===== src/rtl/mlp_epoch_sequencer.sv =====
// mlp_epoch_sequencer: holds a small training set and plays it into an MLP for a
// programmed number of epochs (one train pass then one eval pass per epoch),
// thresholds the eval-pass predictions and reports a per-epoch correct count.
// Ports:
//   clk_i, rst_i                     clock, synchronous active-high reset
//   load_en_i/load_idx_i/load_*_i    sample memory write port (IDLE only)
//   num_samples_i/num_epochs_i       run configuration, latched on start_i
//   threshold_i                      signed class threshold, latched on start_i
//   start_i                          run request (IDLE only)
//   values_o/expected_o/training_o   stimulus towards the MLP
//   prediction_i                     MLP prediction, PRED_LATENCY cycles after values_o
//   busy_o/done_o                    run in progress / end-of-run pulse
//   epoch_o/epoch_valid_o/epoch_correct_o  epoch index and per-epoch score report
module mlp_epoch_sequencer #(
   parameter int unsigned INPUTS       = 2,
   parameter int unsigned OUTPUTS      = 1,
   parameter int unsigned SAMPLES      = 4,
   parameter int unsigned DATA_W       = 64,
   parameter int unsigned FRAC_W       = 32,
   parameter int unsigned PRED_LATENCY = 1,
   parameter int unsigned EPOCH_W      = 16
) (
   input  logic                          clk_i,
   input  logic                          rst_i,
   input  logic                          load_en_i,
   input  logic [$clog2(SAMPLES)-1:0]    load_idx_i,
   input  logic [INPUTS*DATA_W-1:0]      load_values_i,
   input  logic [OUTPUTS*DATA_W-1:0]     load_expected_i,
   input  logic [$clog2(SAMPLES+1)-1:0]  num_samples_i,
   input  logic [EPOCH_W-1:0]            num_epochs_i,
   input  logic [DATA_W-1:0]             threshold_i,
   input  logic                          start_i,
   output logic [INPUTS*DATA_W-1:0]      values_o,
   output logic [OUTPUTS*DATA_W-1:0]     expected_o,
   output logic                          training_o,
   input  logic [OUTPUTS*DATA_W-1:0]     prediction_i,
   output logic                          busy_o,
   output logic                          done_o,
   output logic [EPOCH_W-1:0]            epoch_o,
   output logic                          epoch_valid_o,
   output logic [$clog2(SAMPLES+1)-1:0]  epoch_correct_o
);

   localparam int unsigned IDX_W = $clog2(SAMPLES);
   localparam int unsigned CNT_W = $clog2(SAMPLES + 1);
   localparam int unsigned VAL_W = INPUTS * DATA_W;
   localparam int unsigned EXP_W = OUTPUTS * DATA_W;
   localparam int unsigned DRN_W = $clog2(PRED_LATENCY + 1);
   localparam int unsigned EPW1  = EPOCH_W + 1;

   // Reject configurations the datapath cannot represent.
   if (FRAC_W >= DATA_W || PRED_LATENCY < 1 || SAMPLES < 2) begin : g_cfg_check
      $error("mlp_epoch_sequencer: unsupported parameter set");
   end

   typedef enum logic [1:0] {S_IDLE, S_TRAIN, S_EVAL, S_DRAIN} state_e;

   state_e               state_q, state_d;
   logic [IDX_W-1:0]     idx_q, idx_d;
   logic [DRN_W-1:0]     drn_q, drn_d;
   logic [CNT_W-1:0]     n_q, n_d;
   logic [EPOCH_W-1:0]   ep_num_q, ep_num_d;
   logic [DATA_W-1:0]    thr_q, thr_d;
   logic [CNT_W-1:0]     acc_q, acc_d;
   logic [VAL_W-1:0]     values_q, values_d;
   logic [EXP_W-1:0]     expected_q, expected_d;
   logic                 training_q, training_d;
   logic                 busy_q, busy_d;
   logic                 done_q, done_d;
   logic [EPOCH_W-1:0]   epoch_q, epoch_d;
   logic                 valid_q, valid_d;
   logic [CNT_W-1:0]     correct_q, correct_d;

   logic [VAL_W-1:0]     mem_val_q [SAMPLES];
   logic [EXP_W-1:0]     mem_exp_q [SAMPLES];
   logic [PRED_LATENCY-1:0] tag_vld_q;
   logic [EXP_W-1:0]     tag_exp_q [PRED_LATENCY];

   logic                 load_wr;
   logic [CNT_W-1:0]     ns_clamp;
   logic                 last_idx;
   logic                 match;
   logic                 hit;
   logic                 more_epochs;

   assign load_wr     = load_en_i && (state_q == S_IDLE);
   assign ns_clamp    = (num_samples_i > CNT_W'(SAMPLES)) ? CNT_W'(SAMPLES) : num_samples_i;
   assign last_idx    = (CNT_W'(idx_q) == (n_q - CNT_W'(1)));
   assign more_epochs = ((EPW1'(epoch_q) + EPW1'(1)) < EPW1'(ep_num_q));

   // Sample memory: not reset, writable only while idle.
   always_ff @(posedge clk_i) begin
      if (load_wr) begin
         mem_val_q[load_idx_i] <= load_values_i;
         mem_exp_q[load_idx_i] <= load_expected_i;
      end
   end

   // Scoring: the tag that left EVAL PRED_LATENCY cycles ago meets the current prediction.
   always_comb begin
      match = 1'b1;
      for (int o = 0; o < OUTPUTS; o++) begin
         if (($signed(prediction_i[o*DATA_W +: DATA_W]) < $signed(thr_q)) !=
             ($signed(tag_exp_q[PRED_LATENCY-1][o*DATA_W +: DATA_W]) < $signed(thr_q))) begin
            match = 1'b0;
         end
      end
      hit = tag_vld_q[PRED_LATENCY-1] && match;
   end

   // Next state and next registered outputs.
   always_comb begin
      state_d    = state_q;
      idx_d      = idx_q;
      drn_d      = drn_q;
      n_d        = n_q;
      ep_num_d   = ep_num_q;
      thr_d      = thr_q;
      acc_d      = acc_q + CNT_W'(hit);
      epoch_d    = epoch_q;
      correct_d  = correct_q;
      done_d     = 1'b0;
      valid_d    = 1'b0;
      values_d   = '0;
      expected_d = '0;

      unique case (state_q)
         S_IDLE: begin
            if (start_i) begin
               n_d      = ns_clamp;
               ep_num_d = num_epochs_i;
               thr_d    = threshold_i;
               if (ns_clamp == '0 || num_epochs_i == '0) begin
                  done_d = 1'b1;
               end else begin
                  state_d = S_TRAIN;
                  idx_d   = '0;
                  epoch_d = '0;
                  acc_d   = '0;
               end
            end
         end
         S_TRAIN: begin
            if (last_idx) begin
               state_d = S_EVAL;
               idx_d   = '0;
            end else begin
               idx_d = idx_q + IDX_W'(1);
            end
         end
         S_EVAL: begin
            if (last_idx) begin
               state_d = S_DRAIN;
               drn_d   = '0;
            end else begin
               idx_d = idx_q + IDX_W'(1);
            end
         end
         S_DRAIN: begin
            if (drn_q == DRN_W'(PRED_LATENCY - 1)) begin
               // Last prediction of the pass lands this cycle: report and roll over.
               valid_d   = 1'b1;
               correct_d = acc_q + CNT_W'(hit);
               acc_d     = '0;
               if (more_epochs) begin
                  epoch_d = epoch_q + EPOCH_W'(1);
                  state_d = S_TRAIN;
                  idx_d   = '0;
               end else begin
                  done_d  = 1'b1;
                  state_d = S_IDLE;
               end
            end else begin
               drn_d = drn_q + DRN_W'(1);
            end
         end
         default: state_d = S_IDLE;
      endcase

      busy_d     = (state_d != S_IDLE);
      training_d = (state_d == S_TRAIN);
      if (state_d == S_TRAIN || state_d == S_EVAL) begin
         // Bypass a same-cycle idle write so a run started with a load sees the new data.
         if (load_wr && load_idx_i == idx_d) begin
            values_d   = load_values_i;
            expected_d = load_expected_i;
         end else begin
            values_d   = mem_val_q[idx_d];
            expected_d = mem_exp_q[idx_d];
         end
      end
   end

   // State, configuration and output registers.
   always_ff @(posedge clk_i) begin
      if (rst_i) begin
         state_q    <= S_IDLE;
         idx_q      <= '0;
         drn_q      <= '0;
         n_q        <= '0;
         ep_num_q   <= '0;
         thr_q      <= '0;
         acc_q      <= '0;
         values_q   <= '0;
         expected_q <= '0;
         training_q <= 1'b0;
         busy_q     <= 1'b0;
         done_q     <= 1'b0;
         epoch_q    <= '0;
         valid_q    <= 1'b0;
         correct_q  <= '0;
         tag_vld_q  <= '0;
      end else begin
         state_q    <= state_d;
         idx_q      <= idx_d;
         drn_q      <= drn_d;
         n_q        <= n_d;
         ep_num_q   <= ep_num_d;
         thr_q      <= thr_d;
         acc_q      <= acc_d;
         values_q   <= values_d;
         expected_q <= expected_d;
         training_q <= training_d;
         busy_q     <= busy_d;
         done_q     <= done_d;
         epoch_q    <= epoch_d;
         valid_q    <= valid_d;
         correct_q  <= correct_d;
         for (int i = PRED_LATENCY - 1; i > 0; i--) begin
            tag_vld_q[i] <= tag_vld_q[i-1];
         end
         tag_vld_q[0] <= (state_q == S_EVAL);
      end
   end

   // Expected-value half of the scoring tag; qualified by tag_vld_q.
   always_ff @(posedge clk_i) begin
      for (int i = PRED_LATENCY - 1; i > 0; i--) begin
         tag_exp_q[i] <= tag_exp_q[i-1];
      end
      tag_exp_q[0] <= expected_q;
   end

   assign values_o        = values_q;
   assign expected_o      = expected_q;
   assign training_o      = training_q;
   assign busy_o          = busy_q;
   assign done_o          = done_q;
   assign epoch_o         = epoch_q;
   assign epoch_valid_o   = valid_q;
   assign epoch_correct_o = correct_q;

endmodule


===== config.mk =====
export PLATFORM = sky130hd
export DESIGN_NAME = mlp_epoch_sequencer
export DESIGN_NICKNAME = d
export VERILOG_FILES = /design/src/rtl/mlp_epoch_sequencer.sv
export SDC_FILE = /design/constraint.sdc
export NUM_CORES = 2
export LEC_CHECK = 0
export CAP_MARGIN = 10
export CORE_MARGIN = 4
export CORE_UTILIZATION = 55
export CTS_CLUSTER_DIAMETER = 40
export CTS_CLUSTER_SIZE = 8
export DETAILED_ROUTE_END_ITERATION = 10
export PLACE_DENSITY = 0.82
export SETUP_SLACK_MARGIN = 0.4
export SYNTH_ARGS = -nofsm -noshare
export SYNTH_HDL_FRONTEND = slang
export SYNTH_SLANG_ARGS = --single-unit
export TNS_END_PERCENT = 1

===== constraint.sdc =====
create_clock -name clk_i -period 19.4 [get_ports clk_i]
set_input_delay 2.91 -clock clk_i [delete_from_list [all_inputs] [get_ports clk_i]]
set_output_delay 2.91 -clock clk_i [all_outputs]
set_load 0.005 [all_outputs]

==> flow_metrics.py <==
metrics = {
    "setup_path": {
        "cp_slowest_cell": "buf_4",
        "cp_cell_sequence": "clkdlybuf4s50_1, nor4_1, nand4_1, a31oi_1, o21ai_0, o21ai_4, buf_4, buf_4, buf_4, buf_4, mux2i_1, nand2_1, a32o_1",
        "endpoint": "values_o[71]",
        "crit_path_end_kind": "flop",
        "worstRegToRegCells": 18,
        "start_kind": "input port",
        "worst-path-buf-inv": 5,
        "reg2reg_slack_ns": 11.73,
        "r2r-start": "epoch_o[0]",
        "crit_top_cell": "buf_4",
        "cpLargestDelayFamily": "buffers and inverters",
        "crit_fanout": 64,
        "cp.arrival_ns": 9.60,
        "crit-reg2reg-capture": "values_o[71]",
        "path_depth": 13,
        "path_class": "input port to flop",
        "crit_path_start": "num_epochs_i[10]",
        "crit_required_ns": 20.01,
        "slowest_delay_ns": 0.95,
    },
    "sta": {
        "grt_setup_unrepaired": "no",
        "fin_crit_ns": 8.986,
        "skew_ns": 0.06496,
        "tightest_slew_ns": 1.237,
        "setup_viol": 0,
        "drv_slew": 0,
        "max_freq_ghz": 0.1113,
        "setup_tns_ns": 0,
        "finalCritPeriodShare_pct": 46.32,
        "max_slew_margin_pct": 17.25,
        "final_hold_viol_count": 0,
    },
    "cts": {
        "ctsResizeCount": 0,
        "postCtsSetupRepairBufs": 0,
        "clk_latency_ns": 0.75,
        "cts_max_level": 4,
        "numCtsBuffers": 173,
        "cts.sinks": 1138,
        "cts_max_path_buffers": 3,
        "hold_buffers": 0,
        "tritoncts": "done",
        "root_buffer": "clkbuf_16",
        "clk_pin_slew_ns": 0.05,
    },
    "synthesis": {
        "synth.avg_cell_area_um2": 13.97,
        "synth_area_leaders": "edfxtp_1 52%, dfxtp_1 17%, mux2i_1 8.8%",
        "syn_nets": 3658,
        "synth_edf_count": 768,
        "synth_top_area_cell": "edfxtp_1",
        "yosys_warnings": 0,
        "synth_cells": 3161,
        "yosys_register_bits": 1138,
        "synth_top_area_share_pct": 52.22,
        "synth.distinct_cells": 60,
        "synthFlopType": "edfxtp_1",
        "yosysSeqAreaShare_pct": 68.99,
        "netlist_area_mm2": 0.04416,
        "async_flop_share_pct": 0,
    },
    "finish": {
        "fillers": 4989,
        "syn_to_final_growth_pct": 26.89,
        "most-common-layout-cells": "768 x edfxtp_1, 590 x nand2_1, 558 x clkdlybuf4s50_1, 388 x mux2i_1, 370 x dfxtp_1",
        "final_net_count": 4255,
        "drive_gt1_share_pct": 6.891,
        "final_cell_area_mm2": 0.05604,
        "final_common_cell": "edfxtp_1",
    },
    "pwr": {
        "power.leakage_nw": 19.31,
        "pwr-share-seq_pct": 44.2,
        "ir_worst_vdd_mv": 0.08371,
        "pwr-share-comb_pct": 11.2,
        "power_w": 0.006395,
        "clkPwrFrac_pct": 44.6,
        "powerDensity_mw_per_mm2": 114.1,
        "internal_power_w": 0.004860,
        "switching_share_pct": 24.00,
        "switchingPower_w": 0.001535,
    },
    "global_routing": {
        "grt_overflow": 0,
        "grt_pass1_wl_um": 173000,
        "grt_pass1_vias": 29338,
        "grt_antenna_before_repair": 21,
        "grt_use_total_pct": 26.24,
        "grt_max_degree": 174,
    },
    "placement": {
        "dpl.hpwl_um": 67970,
        "gp_congestion": 0.9554,
        "port-buffer-count": 559,
        "dpl_cell_area_mm2": 0.05056,
    },
    "route": {
        "firstDrtPassIters": 6,
        "routedWlPerCell_um": 23.28,
        "wl_um": 115300,
        "dr.first_iter.drc_count": 2301,
        "drc_errors": 0,
        "route.vias.total": 28890,
        "viasPerCell": 5.833,
        "antenna_left": 0,
    },
    "floorplanning": {
        "die_area_mm2": 0.08490,
        "core_area_mm2": 0.07926,
        "dieWidth_um": 291.4,
        "fp.dieH_um": 291.4,
        "initial_core_util_pct": 55.72,
        "row_count": 103,
        "io-pin-count": 560,
    },
    "hold_path": {
        "hold_path_class": "flop to flop",
    },
    "status": {
        "status": "complete, no violations",
    },
    "job": {
        "maxCapViolCount": 0,
    },
}
per-layer routing:
layer,wire (µm),global-route usage [%],vias to the layer above
met2,57380,43.59,1449
met4,3866,11.01,14
met1,43870,32.94,14182
met3,10110,6.699,250
met5,107,0,-
li1,-,-,12995
worst min path at each step:
stage,startpoint,endpoint,cells past startpoint
after floorplan,expected_o[0],tag_exp_q[0][0],0
after global placement,expected_o[45],tag_exp_q[0][45],0
after detailed placement,expected_o[58],tag_exp_q[0][58],0
after CTS,expected_o[55],tag_exp_q[0][55],0
after global routing,expected_o[55],tag_exp_q[0][55],0
final,expected_o[7],tag_exp_q[0][7],0
final cells by class:
cell class / count / area (µm²) / share of cell area (%)
well taps: 1050 / 1314 / 2.344
inverters: 94 / 352.8 / 0.6296
diodes: 14 / 35.03 / 0.06252
clock buffers: 270 / 4766 / 8.505
flip-flops and latches: 1138 / 30470 / 54.37
multi-input cells: 1760 / 12560 / 22.42
repair buffers: 591 / 5858 / 10.45
clock inverters: 36 / 680.7 / 1.215
sequential cells by signal, indices dropped and copies added (netlist names):
| name | flops |
|---|---|
| mem_exp_q | 256 |
| epoch_valid_o | 1 |
| thr_q | 64 |
| tag_exp_q | 64 |
| idx_q | 2 |
| epoch_o | 16 |
| state_q | 2 |
| ep_num_q | 16 |
| acc_q | 3 |
| done_o | 1 |
| epoch_correct_o | 3 |
| tag_vld_q | 1 |
| mem_val_q | 512 |
| training_o | 1 |
| values_o | 128 |
| n_q | 3 |
| busy_o | 1 |
| expected_o | 64 |
metrics by stage:
step	hold WS, ns	std cells	util (%)	setup slack [ns]
CTS	0.3333	4939	70.66	10.47
global route	0.3315	4952	70.70	10.21
global placement	0.3340	4633	63.79	10.09
finish	0.3369	4953	70.70	10.41
detailed placement	0.3367	4633	63.79	9.886
floorplan	0.3528	3161	-	1.428
synth_stat cells (all sizes together), types with 4 or more instances:
library cell / number
edfxtp: 768
nand2: 591
mux2i: 388
dfxtp: 370
a32o: 192
ha: 152
a21oi: 136
inv: 94
buf: 91
clkbuf: 78
o21ai: 47
nor2: 43
nand4: 26
nand3: 20
a211oi: 13
a21o: 13
nor4: 12
nor2b: 11
nor3: 11
or3: 8
and2: 7
and4: 7
nand2b: 7
xnor2: 7
xor2: 7
a22oi: 6
and3: 6
nor3b: 5
or2: 5
o211ai: 4
cells by family (layout without fill, tap and decap cells):
family                   Yosys count  after routing  synth area share (%)
AO/OA/AOI/OAI                    444            444                 7.754
XOR/XNOR                          14             14                0.2776
adder cells (fa/ha/maj)          152            152                 4.306
buffers and inverters            263            991                 2.674
flip-flops                      1138           1138                 68.99
multiplexers                     388            388                 8.794
other                              0             14                     0
AND/OR/NAND/NOR                  762            762                 7.202
power by group through the flow:
stage          sequential, W  clock (W)  combinational [W]
3_5_place_dp         0.00286          0           0.000704
6_report             0.00283    0.00285           0.000718
5_1_grt              0.00283    0.00301           0.000775
3_3_place_gp         0.00286          0           0.000688
2_1_floorplan        0.00287          0           0.000375
4_1_cts              0.00282    0.00288           0.000717
Note: power is estimated with default switching activity, not from simulation.
